$ cat config.mk
export PLATFORM = sky130hd
export DESIGN_NAME = dtree_walk_ctrl
export DESIGN_NICKNAME = d
export VERILOG_FILES = /design/src/rtl/dtree_pkg.sv /design/src/rtl/dtree_node_cmp.sv /design/src/rtl/dtree_walk_ctrl.sv
export SDC_FILE = /design/constraint.sdc
export NUM_CORES = 1
export LEC_CHECK = 0
export BUFFER_PORTS_ARGS = -buffer_cell sky130_fd_sc_hd__buf_2
export CAP_MARGIN = 20
export CORE_ASPECT_RATIO = 1.4
export CORE_UTILIZATION = 40
export DETAILED_ROUTE_END_ITERATION = 8
export PLACE_DENSITY = 0.66
export SETUP_SLACK_MARGIN = 0.02
export SYNTH_ARGS = -nofsm -noshare
export SYNTH_HDL_FRONTEND = slang
export SYNTH_SLANG_ARGS = --single-unit
$ cat constraint.sdc
create_clock -name clk -period 3.1 [get_ports clk]
set_input_delay 0.62 -clock clk [delete_from_list [all_inputs] [get_ports clk]]
set_output_delay 0.62 -clock clk [all_outputs]
set_load 0.05 [all_outputs]
$ cat src/rtl/dtree_pkg.sv
// Shared definitions for the sequential decision-tree walker: node-word layout,
// controller states and the decoded node header.
package dtree_pkg;

    localparam int FEAT_W  = 8;
    localparam int FSEL_W  = 3;
    localparam int SHIFT_W = 3;
    localparam int THR_W   = 8;
    localparam int HDR_W   = 1 + FSEL_W + SHIFT_W + THR_W;

    // Node word, MSB first: leaf, fsel, shift, thr, left, right.
    function automatic int node_w(input int addr_w);
        return HDR_W + 2 * addr_w;
    endfunction

    function automatic int right_lsb(input int addr_w);
        return 0 * addr_w;
    endfunction

    function automatic int left_lsb(input int addr_w);
        return addr_w;
    endfunction

    function automatic int thr_lsb(input int addr_w);
        return 2 * addr_w;
    endfunction

    function automatic int shift_lsb(input int addr_w);
        return 2 * addr_w + THR_W;
    endfunction

    function automatic int fsel_lsb(input int addr_w);
        return 2 * addr_w + THR_W + SHIFT_W;
    endfunction

    function automatic int leaf_bit(input int addr_w);
        return 2 * addr_w + THR_W + SHIFT_W + FSEL_W;
    endfunction

    typedef enum logic [1:0] {
        S_IDLE  = 2'd0,
        S_FETCH = 2'd1,
        S_EVAL  = 2'd2,
        S_DONE  = 2'd3
    } state_e;

    typedef struct packed {
        logic               leaf;
        logic [FSEL_W-1:0]  fsel;
        logic [SHIFT_W-1:0] shift;
        logic [THR_W-1:0]   thr;
    } node_hdr_t;

endpackage

$ cat src/rtl/dtree_node_cmp.sv
// Shared node comparator: picks one feature, shifts it right and tests it
// against the node threshold (unsigned).
module dtree_node_cmp
    import dtree_pkg::*;
#(
    parameter int N_FEAT = 5
) (
    input  logic [FEAT_W*N_FEAT-1:0] feat,
    input  logic [FSEL_W-1:0]        fsel,
    input  logic [SHIFT_W-1:0]       shift,
    input  logic [THR_W-1:0]         thr,
    output logic                     cond
);

    logic [FEAT_W-1:0] sel;

    // Out-of-range selectors fall back to feature 0.
    always_comb begin
        sel = feat[FEAT_W-1:0];
        for (int i = 1; i < N_FEAT; i++) begin
            if (fsel == FSEL_W'(i)) sel = feat[i*FEAT_W +: FEAT_W];
        end
    end

    assign cond = (sel >> shift) <= thr;

endmodule

$ cat src/rtl/dtree_walk_ctrl.sv
// Decision-tree walker: fetches one node per two cycles from an external
// synchronous table and resolves it through a single shared comparator.
module dtree_walk_ctrl
    import dtree_pkg::*;
#(
    parameter int N_FEAT    = 5,
    parameter int ADDR_W    = 6,
    parameter int CLASS_W   = 5,
    parameter int MAX_DEPTH = 15,
    localparam int NODE_W   = 15 + 2 * ADDR_W
) (
    input  logic                    clk,
    input  logic                    rst_n,
    input  logic                    in_valid,
    output logic                    in_ready,
    input  logic [8*N_FEAT-1:0]     in_feat,
    output logic [ADDR_W-1:0]       node_addr,
    output logic                    node_rd,
    input  logic [NODE_W-1:0]       node_data,
    output logic                    out_valid,
    input  logic                    out_ready,
    output logic [CLASS_W-1:0]      out_class,
    output logic                    out_err,
    output logic [3:0]              out_depth
);

    localparam int LEFT_LSB  = left_lsb(ADDR_W);
    localparam int RIGHT_LSB = right_lsb(ADDR_W);
    localparam int HDR_LSB   = thr_lsb(ADDR_W);

    state_e                 state_q, state_d;
    logic [8*N_FEAT-1:0]    feat_q, feat_d;
    logic [ADDR_W-1:0]      addr_q, addr_d;
    logic                   rd_q, rd_d;
    logic                   in_ready_q, in_ready_d;
    logic                   out_valid_q, out_valid_d;
    logic [CLASS_W-1:0]     class_q, class_d;
    logic                   err_q, err_d;
    logic [3:0]             depth_q, depth_d;

    node_hdr_t              hdr;
    logic [ADDR_W-1:0]      left, right;
    logic                   cond;

    assign hdr   = node_hdr_t'(node_data[HDR_LSB +: HDR_W]);
    assign left  = node_data[LEFT_LSB +: ADDR_W];
    assign right = node_data[RIGHT_LSB +: ADDR_W];

    dtree_node_cmp #(.N_FEAT(N_FEAT)) u_cmp (
        .feat  (feat_q),
        .fsel  (hdr.fsel),
        .shift (hdr.shift),
        .thr   (hdr.thr),
        .cond  (cond)
    );

    always_comb begin
        state_d     = state_q;
        feat_d      = feat_q;
        addr_d      = addr_q;
        rd_d        = 1'b0;
        in_ready_d  = in_ready_q;
        out_valid_d = out_valid_q;
        class_d     = class_q;
        err_d       = err_q;
        depth_d     = depth_q;
        unique case (state_q)
            S_IDLE: if (in_valid) begin
                feat_d     = in_feat;
                depth_d    = '0;
                addr_d     = '0;
                rd_d       = 1'b1;
                in_ready_d = 1'b0;
                state_d    = S_FETCH;
            end
            S_FETCH: state_d = S_EVAL;
            S_EVAL: begin
                if (hdr.leaf) begin
                    class_d     = hdr.thr[CLASS_W-1:0];
                    err_d       = 1'b0;
                    out_valid_d = 1'b1;
                    state_d     = S_DONE;
                end else if (depth_q == 4'(MAX_DEPTH)) begin
                    class_d     = '0;
                    err_d       = 1'b1;
                    out_valid_d = 1'b1;
                    state_d     = S_DONE;
                end else begin
                    depth_d = depth_q + 4'd1;
                    addr_d  = cond ? left : right;
                    rd_d    = 1'b1;
                    state_d = S_FETCH;
                end
            end
            S_DONE: if (out_ready) begin
                out_valid_d = 1'b0;
                in_ready_d  = 1'b1;
                state_d     = S_IDLE;
            end
            default: state_d = S_IDLE;
        endcase
    end

    always_ff @(posedge clk or negedge rst_n) begin
        if (!rst_n) begin
            state_q     <= S_IDLE;
            feat_q      <= '0;
            addr_q      <= '0;
            rd_q        <= 1'b0;
            in_ready_q  <= 1'b1;
            out_valid_q <= 1'b0;
            class_q     <= '0;
            err_q       <= 1'b0;
            depth_q     <= '0;
        end else begin
            state_q     <= state_d;
            feat_q      <= feat_d;
            addr_q      <= addr_d;
            rd_q        <= rd_d;
            in_ready_q  <= in_ready_d;
            out_valid_q <= out_valid_d;
            class_q     <= class_d;
            err_q       <= err_d;
            depth_q     <= depth_d;
        end
    end

    assign in_ready  = in_ready_q;
    assign node_addr = addr_q;
    assign node_rd   = rd_q;
    assign out_valid = out_valid_q;
    assign out_class = class_q;
    assign out_err   = err_q;
    assign out_depth = depth_q;

endmodule

==> results of run 1 <==
power breakdown:
group          total [mW]  switching, mW  internal (mW)
clock network       0.866          0.321          0.546
registers            1.41          0.256           1.15
logic                1.67           1.01          0.665
area by class of cell:
| type | instances | area (um2) |
|---|---|---|
| Clock buffer | 11 | 243 |
| Clock inverter | 2 | 12.5 |
| Fill cell | 766 | 3720 |
| Inverter | 15 | 56.3 |
| Multi-Input combinational cell | 279 | 1840 |
| Sequential cell | 61 | 1530 |
| Tap cell | 102 | 128 |
| Timing Repair Buffer | 113 | 671 |
what timing repair did:
item	in CTS	in global routing
buffers inserted	0	4
pin swaps	0	21
setup endpoints to repair	6	6
gates resized for setup	1	24
worst max-delay path, cell delays in order:
cell and delay [ns]:
buf_12 0.11, buf_8 0.13, nor2_4 0.15, buf_4 0.14
mux2i_2 0.08, a2111oi_1 0.52, a211oi_2 0.12, a221oi_2 0.34
ha_1 0.33, a21oi_2 0.16, o2111ai_2 0.17, buf_6 0.17
nand4_1 0.07, o211ai_1 0.09
synth_stat cells (all sizes together):
cell / instances
o22ai: 5
a211oi: 2
nand3b: 1
nand2b: 4
inv: 14
a2111o: 1
a21oi: 9
mux2i: 9
clkinv: 1
dfrtp: 60
buf: 8
o21a: 2
nand3: 9
a21o: 2
o2111ai: 1
nor3b: 2
or2b: 1
a211o: 1
a22o: 5
nor4b: 1
or2: 3
nand4: 7
a2111oi: 4
o311ai: 1
a41oi: 1
a31o: 1
mux2: 11
o21ai: 6
o211ai: 6
and3: 1
ha: 9
xor2: 1
o221ai: 1
a32oi: 1
nor3: 3
mux4: 9
nor2: 13
nand2: 141
nor2b: 1
and2: 2
clkbuf: 13
dfstp: 1
o31ai: 1
a221oi: 1
cells by family (layout without fill, tap and decap cells):
family | after synthesis | count (layout) | share of synthesized area, %
AOI/OAI and AO/OA | 51 | 51 | 10.8
adders and majority gates | 9 | 9 | 3.30
buffers and inverters | 36 | 141 | 4.43
and+or+nand+nor | 189 | 189 | 23.5
DFF | 61 | 61 | 44.7
muxes | 29 | 29 | 13.0
xor gates and xnor gates | 1 | 1 | 0.256
routing by layer:
metal / part of all wire [%] / track usage, %
met5: 0 / 0
met4: 2.5 / 10.8
met3: 3.8 / 3.93
met2: 52 / 34.1
met1: 42 / 25.1
cell usage in the layout (no fill, tap or decap), drive strengths merged, types with 3 or more instances in the layout:
master and count:
a21oi 9, nand4 7, dfrtp 60, nand3 9
nor2 13, inv 14, ha 9, nand2b 4
o22ai 5, nand2 141, or2 3, clkbuf 12
nor3 3, o211ai 6, mux4 9, mux2 11
a22o 5, a2111oi 4, mux2i 9, o21ai 6
buf 112
path summary, 6_finish.rpt:
kind / start / end / slack [ns] / cells after the start
hold / removal: rst_n / node_addr[5] / 0.30 / 1
min in group clk: feat_q[23] / feat_q[23] / 0.47 / 2
hold reg to reg: feat_q[23] / feat_q[23] / 0.47 / 2
max in group asynchronous: rst_n / feat_q[37] / 1.99 / 2
setup / recovery: node_data[23] / node_addr[5] / 0.10 / 14
setup reg to reg: feat_q[6] / node_addr[5] / 0.18 / 12
registers in the layout (all words and copies together) (netlist names):
register   cells
in_ready       1
out_depth      4
state_q        2
feat_q        40
out_class      5
node_rd        1
out_err        1
node_addr      6
out_valid      1
metrics by stage:
stage / setup WS, ns / hold WS [ns] / TNS, ns
floorplan: -0.106 / 0.324 / -0.636
global placement: -0.242 / 0.455 / -1.44
detailed placement: -0.361 / 0.454 / -2.08
CTS: 0.0236 / 0.315 / 0
global route: -0.0354 / 0.341 / -0.127
finish: 0.102 / 0.302 / 0
==> out/results.txt, run 1 <==
Peak supply drop: 0.000648 V
# diodes: 0
Num ports: 90
Post-route DRC: 0
Startpoint types: input port
Die Area: 8920 um2
Critical path class: input port to flip-flop
PortBufs: 89
Pin count of the biggest net entering global routing: 48
Final core occ: 54.7%
Hpwl dp: 6380 um
Placed Instance Area: 4110 um2
Area Overhead vs Synth: 31.1%
Status: finished clean
Drt total wl: 8640 um
Clock slew at reported path FFs: 0.05 ns
Period minus WS final: 3.00 ns
All-Layer GR Usage: 20.6%
Ranking of synthesized cells by area: dfrtp_1, nand2_1, mux4_2
Root Driver: clkbuf_16
First-pass GRT wire length: 14100 um
Initial antenna violation count: 0
Vias in the first global route: 3068
Vias per cell: 5.26
Unrepaired setup endpoints after global routing: true
Routability Congestion: 0.847
Ys Warns: 0
Area share of the largest cell type after synthesis: 43.9%
Clk buf depth: 2
Placed cells: 566
Post-Layout Inst Area: 4480 um2
Max-cap violation count: 0
Clk sinks: 61
Post-CTS Hold Buffers: 0
Synth area leader: dfrtp_1
Total power: 3.94 mW
Antenna Nets Post-Route: 0
DR pass1 iterations: 4
Final Skew: 0.00811 ns
Die Y: 111 um
Tcrit/Tclk final: 96.7%
Critical path peak fanout: 8
H-Tree Depth: 3
Slew Limit Fails: 0
Vias post-DR: 3068
Sequential element share of the synthesized area: 44.7%
GRT overflow: 0
Yosys cell types: 53
Worst-Margin Slew: 0.884 ns
Share of layout cells above drive strength 1: 35.3%
Non-Filler Instances: 583
Initial core utilization: 41.7%
TritonCTS buffer count: 9
Mean Syn Cell Area: 9.09 um2
Req. time, crit path: 3.30 ns
Synth Cell Area: 3420 um2
Fmax: 334 MHz
Syn Inst Count: 376
CTS tree: yes
Worst skew pair latency: 0.33 ns
Syn_nets: 456
Synth Register Bits: 61
Routed wire length per instance: 14.8 um
CORE AREA: 8200 um2
Row cnt: 39
Worst Hold Class: input port to async pin
Width of the die: 80.1 um
Crit path capture type: flip-flop
Pwr dens: 880 nW/um2
Leak Pwr: 2.30 nW
Final hold vios: 0
Nets: 559
Crit path arrival time: 3.20 ns
DR iter-0 viols: 161
Max-slew headroom: 41.1%
Setup-failing EPs final: 0
(Power assumes the default switching activity.)
==> inputs of run 2 (changes only) <==
Settings changed: CTS_CLUSTER_DIAMETER set to 50, SYNTH_HIERARCHICAL set to 1.
==> out/results.txt, run 2 <==
DR pass1 iterations: 4 (unchanged)
Sequential element share of the synthesized area: 45.2% (+0.51 points)
Nets: 491 (-12%)
Max FFs per register: 40 (unchanged)
Crit path capture type: flip-flop
Peak supply drop: 0.000508 V (-22%)
Pwr dens: 916 nW/um2 (+4.1%)
Post-CTS Hold Buffers: 0 (unchanged)
Critical path peak fanout: 6 (-2)
Vias post-DR: 2750 (-10%)
Violated checks: setup timing
Routability Congestion: 0.815 (-3.8%)
Area share of the largest cell type after synthesis: 44.4% (+0.50 points)
GRT overflow: 0 (unchanged)
Crit path arrival time: 3.62 ns (+0.42 ns)
Period minus WS final: 3.42 ns (+0.423 ns)
PortBufs: 89 (unchanged)
Share of layout cells above drive strength 1: 48.1% (+13 points)
Synth area leader: dfrtp_1
Row cnt: 39 (unchanged)
Status: finished, violations left
Count leader, synth: dfrtp_1
Worst Hold Class: input port to async pin
Die Area: 8820 um2 (-1.1%)
Clock slew at reported path FFs: 0.05 ns (about the same)
Tcrit/Tclk final: 110% (+14 points)
RR Startpoint: feat_q[30]
Hpwl dp: 5850 um (-8.3%)
Async SR Flop Fraction: 100% (unchanged)
Num ports: 90 (unchanged)
Synth Cell Area: 3380 um2 (-1.1%)
Pin count of the biggest net entering global routing: 62 (+29%)
CTS tree: yes
CORE AREA: 8200 um2 (unchanged)
Clk buf depth: 2 (unchanged)
Req. time, crit path: 3.30 ns (about the same)
Ranking of synthesized cells by area: dfrtp_1, mux2_2, mux2i_1
Syn Inst Count: 292 (-22%)
Worst skew pair latency: 0.33 ns (about the same)
Most common cell after layout, fill and taps aside: buf_2
Ys Warns: 6 (+6)
Max-slew headroom: 48.8% (+7.7 points)
Largest family of logic cells by synthesized area: multiplexers
Initial core utilization: 41.2% (-0.47 points)
Placement Setup Slack: -0.767 ns (-0.406 ns)
Antenna Nets Post-Route: 0 (unchanged)
Worst-Margin Slew: 0.769 ns (-0.115 ns)
Yosys cell types: 52 (-1.9%)
Critical path class: input port to flip-flop
Vias per cell: 5.31 (+0.88%)
Root Driver: clkbuf_16
Non-Filler Instances: 518 (-11%)
Largest Register: feat_q
Startpoint types: input port
Syn_nets: 372 (-18%)
Unrepaired setup endpoints after global routing: true
Final core occ: 54.8% (+0.18 points)
Drt total wl: 8010 um (-7.3%)
First-pass GRT wire length: 13300 um (-5.5%)
Vias in the first global route: 2746 (-10%)
WHS: 0.441 ns (+0.139 ns)
Setup slack on the worst flop-to-flop path: -0.22 ns (-0.40 ns)
Fmax: 292 MHz (-12%)
Die Y: 111 um (-0.56%)
H-Tree Depth: 3 (unchanged)
# diodes: 0 (unchanged)
Final hold vios: 0 (unchanged)
Post-synthesis mux area share: 24.3% (+11 points)
Max-cap violation count: 0 (unchanged)
Clk sinks: 61 (unchanged)
Routed wire length per instance: 15.5 um (+4.3%)
DR iter-0 viols: 118 (-27%)
Initial antenna violation count: 0 (unchanged)
Most frequent cells in the layout: buf_2, dfrtp_1, mux2_2
Post-route DRC: 0 (unchanged)
Synth Register Bits: 61 (unchanged)
Post-synthesis adder-cell area fraction: 3.33% (+0.038 points)
Synth cell count leaders: dfrtp_1, mux2_2, mux2i_1, nand2_1, inv_1
EDFF count, synth: 0 (unchanged)
Simple-Gate Fraction of Synth Area: 9.48% (-14 points)
Commonest register cell after synthesis: dfrtp_1
Worst setup slack after layout: -0.321 ns (-0.423 ns)
RR Endpoint: node_addr[2]
Slew Limit Fails: 0 (unchanged)
Area Overhead vs Synth: 33.1%
Leak Pwr: 2.19 nW (-4.6%)
Final Skew: 0.00939 ns (+0.00128 ns)
Mean Syn Cell Area: 11.6 um2 (+27%)
Setup-failing EPs final: 6 (+6)
Synth Area in XOR/XNOR: 0% (-0.26 points)
Post-synthesis compound-gate area fraction: 13.0% (+2.2 points)
Width of the die: 79.7 um (-0.56%)
TritonCTS buffer count: 9 (unchanged)
All-Layer GR Usage: 19.7% (-0.95 points)
R2r worst-path depth: 16 (+4)
Placed cells: 494 (-13%)
-- run 2: layer usage --
layer | routed length (um) | track usage [%] | up-vias | part of all wire, %
met3 | 370 | 5.68 | 12 | 4.6
met5 | 0 | 0 | - | 0
met4 | 167 | 7.64 | 0 | 2.1
li1 | - | - | 1324 | -
met1 | 3350 | 24.2 | 1346 | 42
met2 | 4120 | 32.1 | 68 | 51
-- run 2: per-stage QoR --
stage	instance area, um2	total power [mW]	setup TNS, ns
after floorplan	3400	2.69	-1.31
after global placement	4090	3.11	-4.29
after detailed placement	4090	3.16	-4.58
after CTS	4420	4.12	-1.73
after global routing	4500	4.38	-2.64
final	4500	4.12	-1.77
-- run 2: how the worst max path moves through the flow --
| stage | start | slack (ns) | to | cells after the start |
|---|---|---|---|---|
| 2_1_floorplan | node_data[24] | -0.22 | node_addr[1] | 17 |
| 3_3_place_gp | node_data[24] | -0.72 | node_addr[1] | 16 |
| 3_5_place_dp | node_data[24] | -0.77 | node_addr[0] | 16 |
| 4_1_cts | node_data[23] | -0.30 | node_addr[3] | 17 |
| 5_1_grt | node_data[23] | -0.47 | node_addr[5] | 18 |
| 6_report | node_data[23] | -0.32 | node_addr[2] | 17 |
-- run 2: cell families (layout without fill, tap and decap cells) --
| kind of cell | count (synthesis) | in the layout |
|---|---|---|
| AND/OR/NAND/NOR | 62 | 62 |
| multiplexers | 69 | 69 |
| flip-flops | 61 | 61 |
| buffers and inverters | 31 | 155 |
| adder cells (fa/ha/maj) | 9 | 9 |
| AO/OA/AOI/OAI | 60 | 60 |
-- run 2: cell type report --
cell class | count | area (um2)
Clock buffer | 14 | 264
Clock inverter | 2 | 10.0
Multi-Input combinational cell | 200 | 1750
Timing Repair Buffer | 125 | 764
Inverter | 14 | 52.6
Fill cell | 756 | 3700
Sequential cell | 61 | 1530
Tap cell | 102 | 128
-- run 2: where the power goes --
| group | internal, mW | leakage [nW] | switching, mW |
|---|---|---|---|
| logic | 0.790 | 1.31 | 0.934 |
| clock network | 0.581 | 0.137 | 0.333 |
| registers | 1.19 | 0.740 | 0.288 |
| total | 2.56 | 2.19 | 1.56 |
-- run 2: repair_timing --
item	in CTS	in global routing
hold endpoints to repair	0	0
pin swaps	2	11
setup buffers	6	2
setup endpoints to repair	6	6
resized for setup	4	14
-- run 2: critical path, cell delays in order --
cell and delay [ns]:
buf_8 0.10, buf_12 0.12, and2b_4 0.16, a222oi_1 0.49, mux2i_1 0.14, or3_1 0.34, nand3_2 0.10, ha_4 0.20
nor2b_4 0.12, o21a_1 0.16, o21a_1 0.16, o21ai_1 0.11, a21oi_1 0.07, o31ai_1 0.20, buf_4 0.22, mux2i_2 0.22
o21ai_1 0.08
==> inputs of run 3 (changes only) <==
Settings changed: SKIP_CTS_REPAIR_TIMING set to 1.
==> out/results.txt, run 3 (synthesis results as in run 2) <==
Worst setup slack after layout: -0.341 ns (-0.0199 ns)
Nets: 487 (-0.81%)
Width of the die: 79.7 um (unchanged)
Total power: 4.08 mW (-0.91%)
All-Layer GR Usage: 19.5% (-0.15 points)
GRT overflow: 0 (unchanged)
Pin count of the biggest net entering global routing: 62 (unchanged)
Vias per cell: 5.31 (about the same)
Placed Instance Area: 4090 um2 (unchanged)
Fmax: 291 MHz (-0.58%)
Crit path capture type: flip-flop
Area Overhead vs Synth: 31.6%
Filler Cell Count: 755 (-0.13%)
Clk buf depth: 2 (unchanged)
Die Area: 8820 um2 (unchanged)
Row cnt: 39 (unchanged)
Max-cap violation count: 0 (unchanged)
Vias post-DR: 2728 (-0.80%)
CORE AREA: 8200 um2 (unchanged)
Worst-Margin Slew: 0.770 ns (+0.000933 ns)
Root Driver: clkbuf_16
Int Power: 2.55 mW (-0.77%)
CTS tree: yes
Pwr dens: 919 nW/um2 (+0.24%)
Startpoint types: input port
DR iter-0 viols: 129 (+9.3%)
Sw frac: 37.7% (-0.088 points)
Critical path class: input port to flip-flop
DR pass1 iterations: 4 (unchanged)
Max FFs per register: 40 (unchanged)
Period minus WS final: 3.44 ns (+0.0199 ns)
Antenna Nets Post-Route: 0 (unchanged)
PortBufs: 89 (unchanged)
Crit path arrival time: 3.64 ns (+0.02 ns)
Routability Congestion: 0.815 (unchanged)
Clock slew at reported path FFs: 0.05 ns (about the same)
Initial core utilization: 41.2% (unchanged)
Most common cell after layout, fill and taps aside: buf_2
Peak supply drop: 0.000508 V (about the same)
Unrepaired setup endpoints after global routing: true
# diodes: 0 (unchanged)
Clock power frac: 22.3% (about the same)
Slew Limit Fails: 0 (unchanged)
Worst Hold Class: input port to async pin
Post-route DRC: 0 (unchanged)
Req. time, crit path: 3.30 ns (about the same)
Share of layout cells above drive strength 1: 47.3% (-0.75 points)
Reg power frac: 36.3% (+0.4 points)
Num ports: 90 (unchanged)
Clk sinks: 61 (unchanged)
Largest Register: feat_q
Worst skew pair latency: 0.33 ns (about the same)
Final hold vios: 0 (unchanged)
Leak Pwr: 2.16 nW (-1.3%)
Critical path peak fanout: 8 (+2)
H-Tree Depth: 3 (unchanged)
First-pass GRT wire length: 13200 um (-1.0%)
Routed wire length per instance: 15.3 um (-0.88%)
Violated checks: setup timing
Hpwl dp: 5850 um (unchanged)
TritonCTS buffer count: 9 (unchanged)
Most frequent cells in the layout: buf_2, dfrtp_1, mux2_2
Sw Pwr: 1.54 mW (-1.1%)
Drt total wl: 7880 um (-1.6%)
Die Y: 111 um (unchanged)
Comb pwr share: 41.4% (-0.5 points)
Setup-failing EPs final: 6 (unchanged)
Tcrit/Tclk final: 111% (+0.64 points)
Max-slew headroom: 48.7% (-0.062 points)
Initial antenna violation count: 0 (unchanged)
Post-Layout Inst Area: 4440 um2 (-1.1%)
Final Skew: 0.00767 ns (-0.00172 ns)
Vias in the first global route: 2714 (-1.2%)
Placement Setup Slack: -0.767 ns (unchanged)
Status: finished, violations left
run 3: worst max-delay path: stages:
cell and delay, ns:
buf_8 0.10, buf_12 0.13, and2b_4 0.16, a222oi_1 0.51, mux2i_1 0.14, or3_1 0.34
nand3_2 0.09, ha_4 0.20, nor2b_4 0.12, o21a_1 0.16, o21a_1 0.16, o21ai_1 0.11
a21oi_1 0.07, o31ai_1 0.20, buf_4 0.22, mux2i_2 0.22, o21ai_1 0.08
run 3: cell type report:
class                   instances  area (um2)  share of cell area (%)
well taps                     102         128                    2.87
clock buffers                  14         264                    5.94
clock inverters                 2        10.0                   0.225
inverters                      14        52.6                    1.18
flip-flops and latches         61        1530                    34.4
repair buffers                121         727                    16.4
multi-input cells             200        1740                    39.0
run 3: layer usage:
layer	global-route usage [%]	routed length [um]	vias up
met3	5.68	349	10
met5	0	0	-
li1	-	-	1318
met4	7.64	145	0
met1	23.9	3340	1335
met2	31.8	4040	65
run 3: path summary, 6_finish.rpt:
path,startpoint,to,slack [ns],cells past startpoint
worst max-delay path,node_data[23],node_addr[2],-0.34,17
worst min-delay path,rst_n,state_q[0],0.44,2
worst max register to register,feat_q[30],node_addr[2],-0.21,16
worst min register to register,out_valid,out_valid,0.48,2
max in group asynchronous,rst_n,feat_q[15],2.13,2
min in group clk,out_valid,out_valid,0.48,2
run 3: power by group through the flow:
stage	sequential [mW]	combinational (mW)	clock [mW]
after floorplan	1.76	0.929	0
after global placement	1.48	1.63	0
after detailed placement	1.49	1.67	0
after CTS	1.48	1.68	0.939
after global routing	1.54	1.84	0.980
final	1.48	1.69	0.910
run 3: metrics by stage:
step / cells / utilization (%) / hold WS (ns) / setup TNS (ns)
final: 514 / 54.2 / 0.445 / -1.89
after global placement: 494 / 49.9 / 0.456 / -4.29
after detailed placement: 494 / 49.9 / 0.480 / -4.58
after global routing: 514 / 54.2 / 0.508 / -2.74
after floorplan: 292 / - / 0.324 / -1.31
after CTS: 510 / 53.2 / 0.471 / -2.62
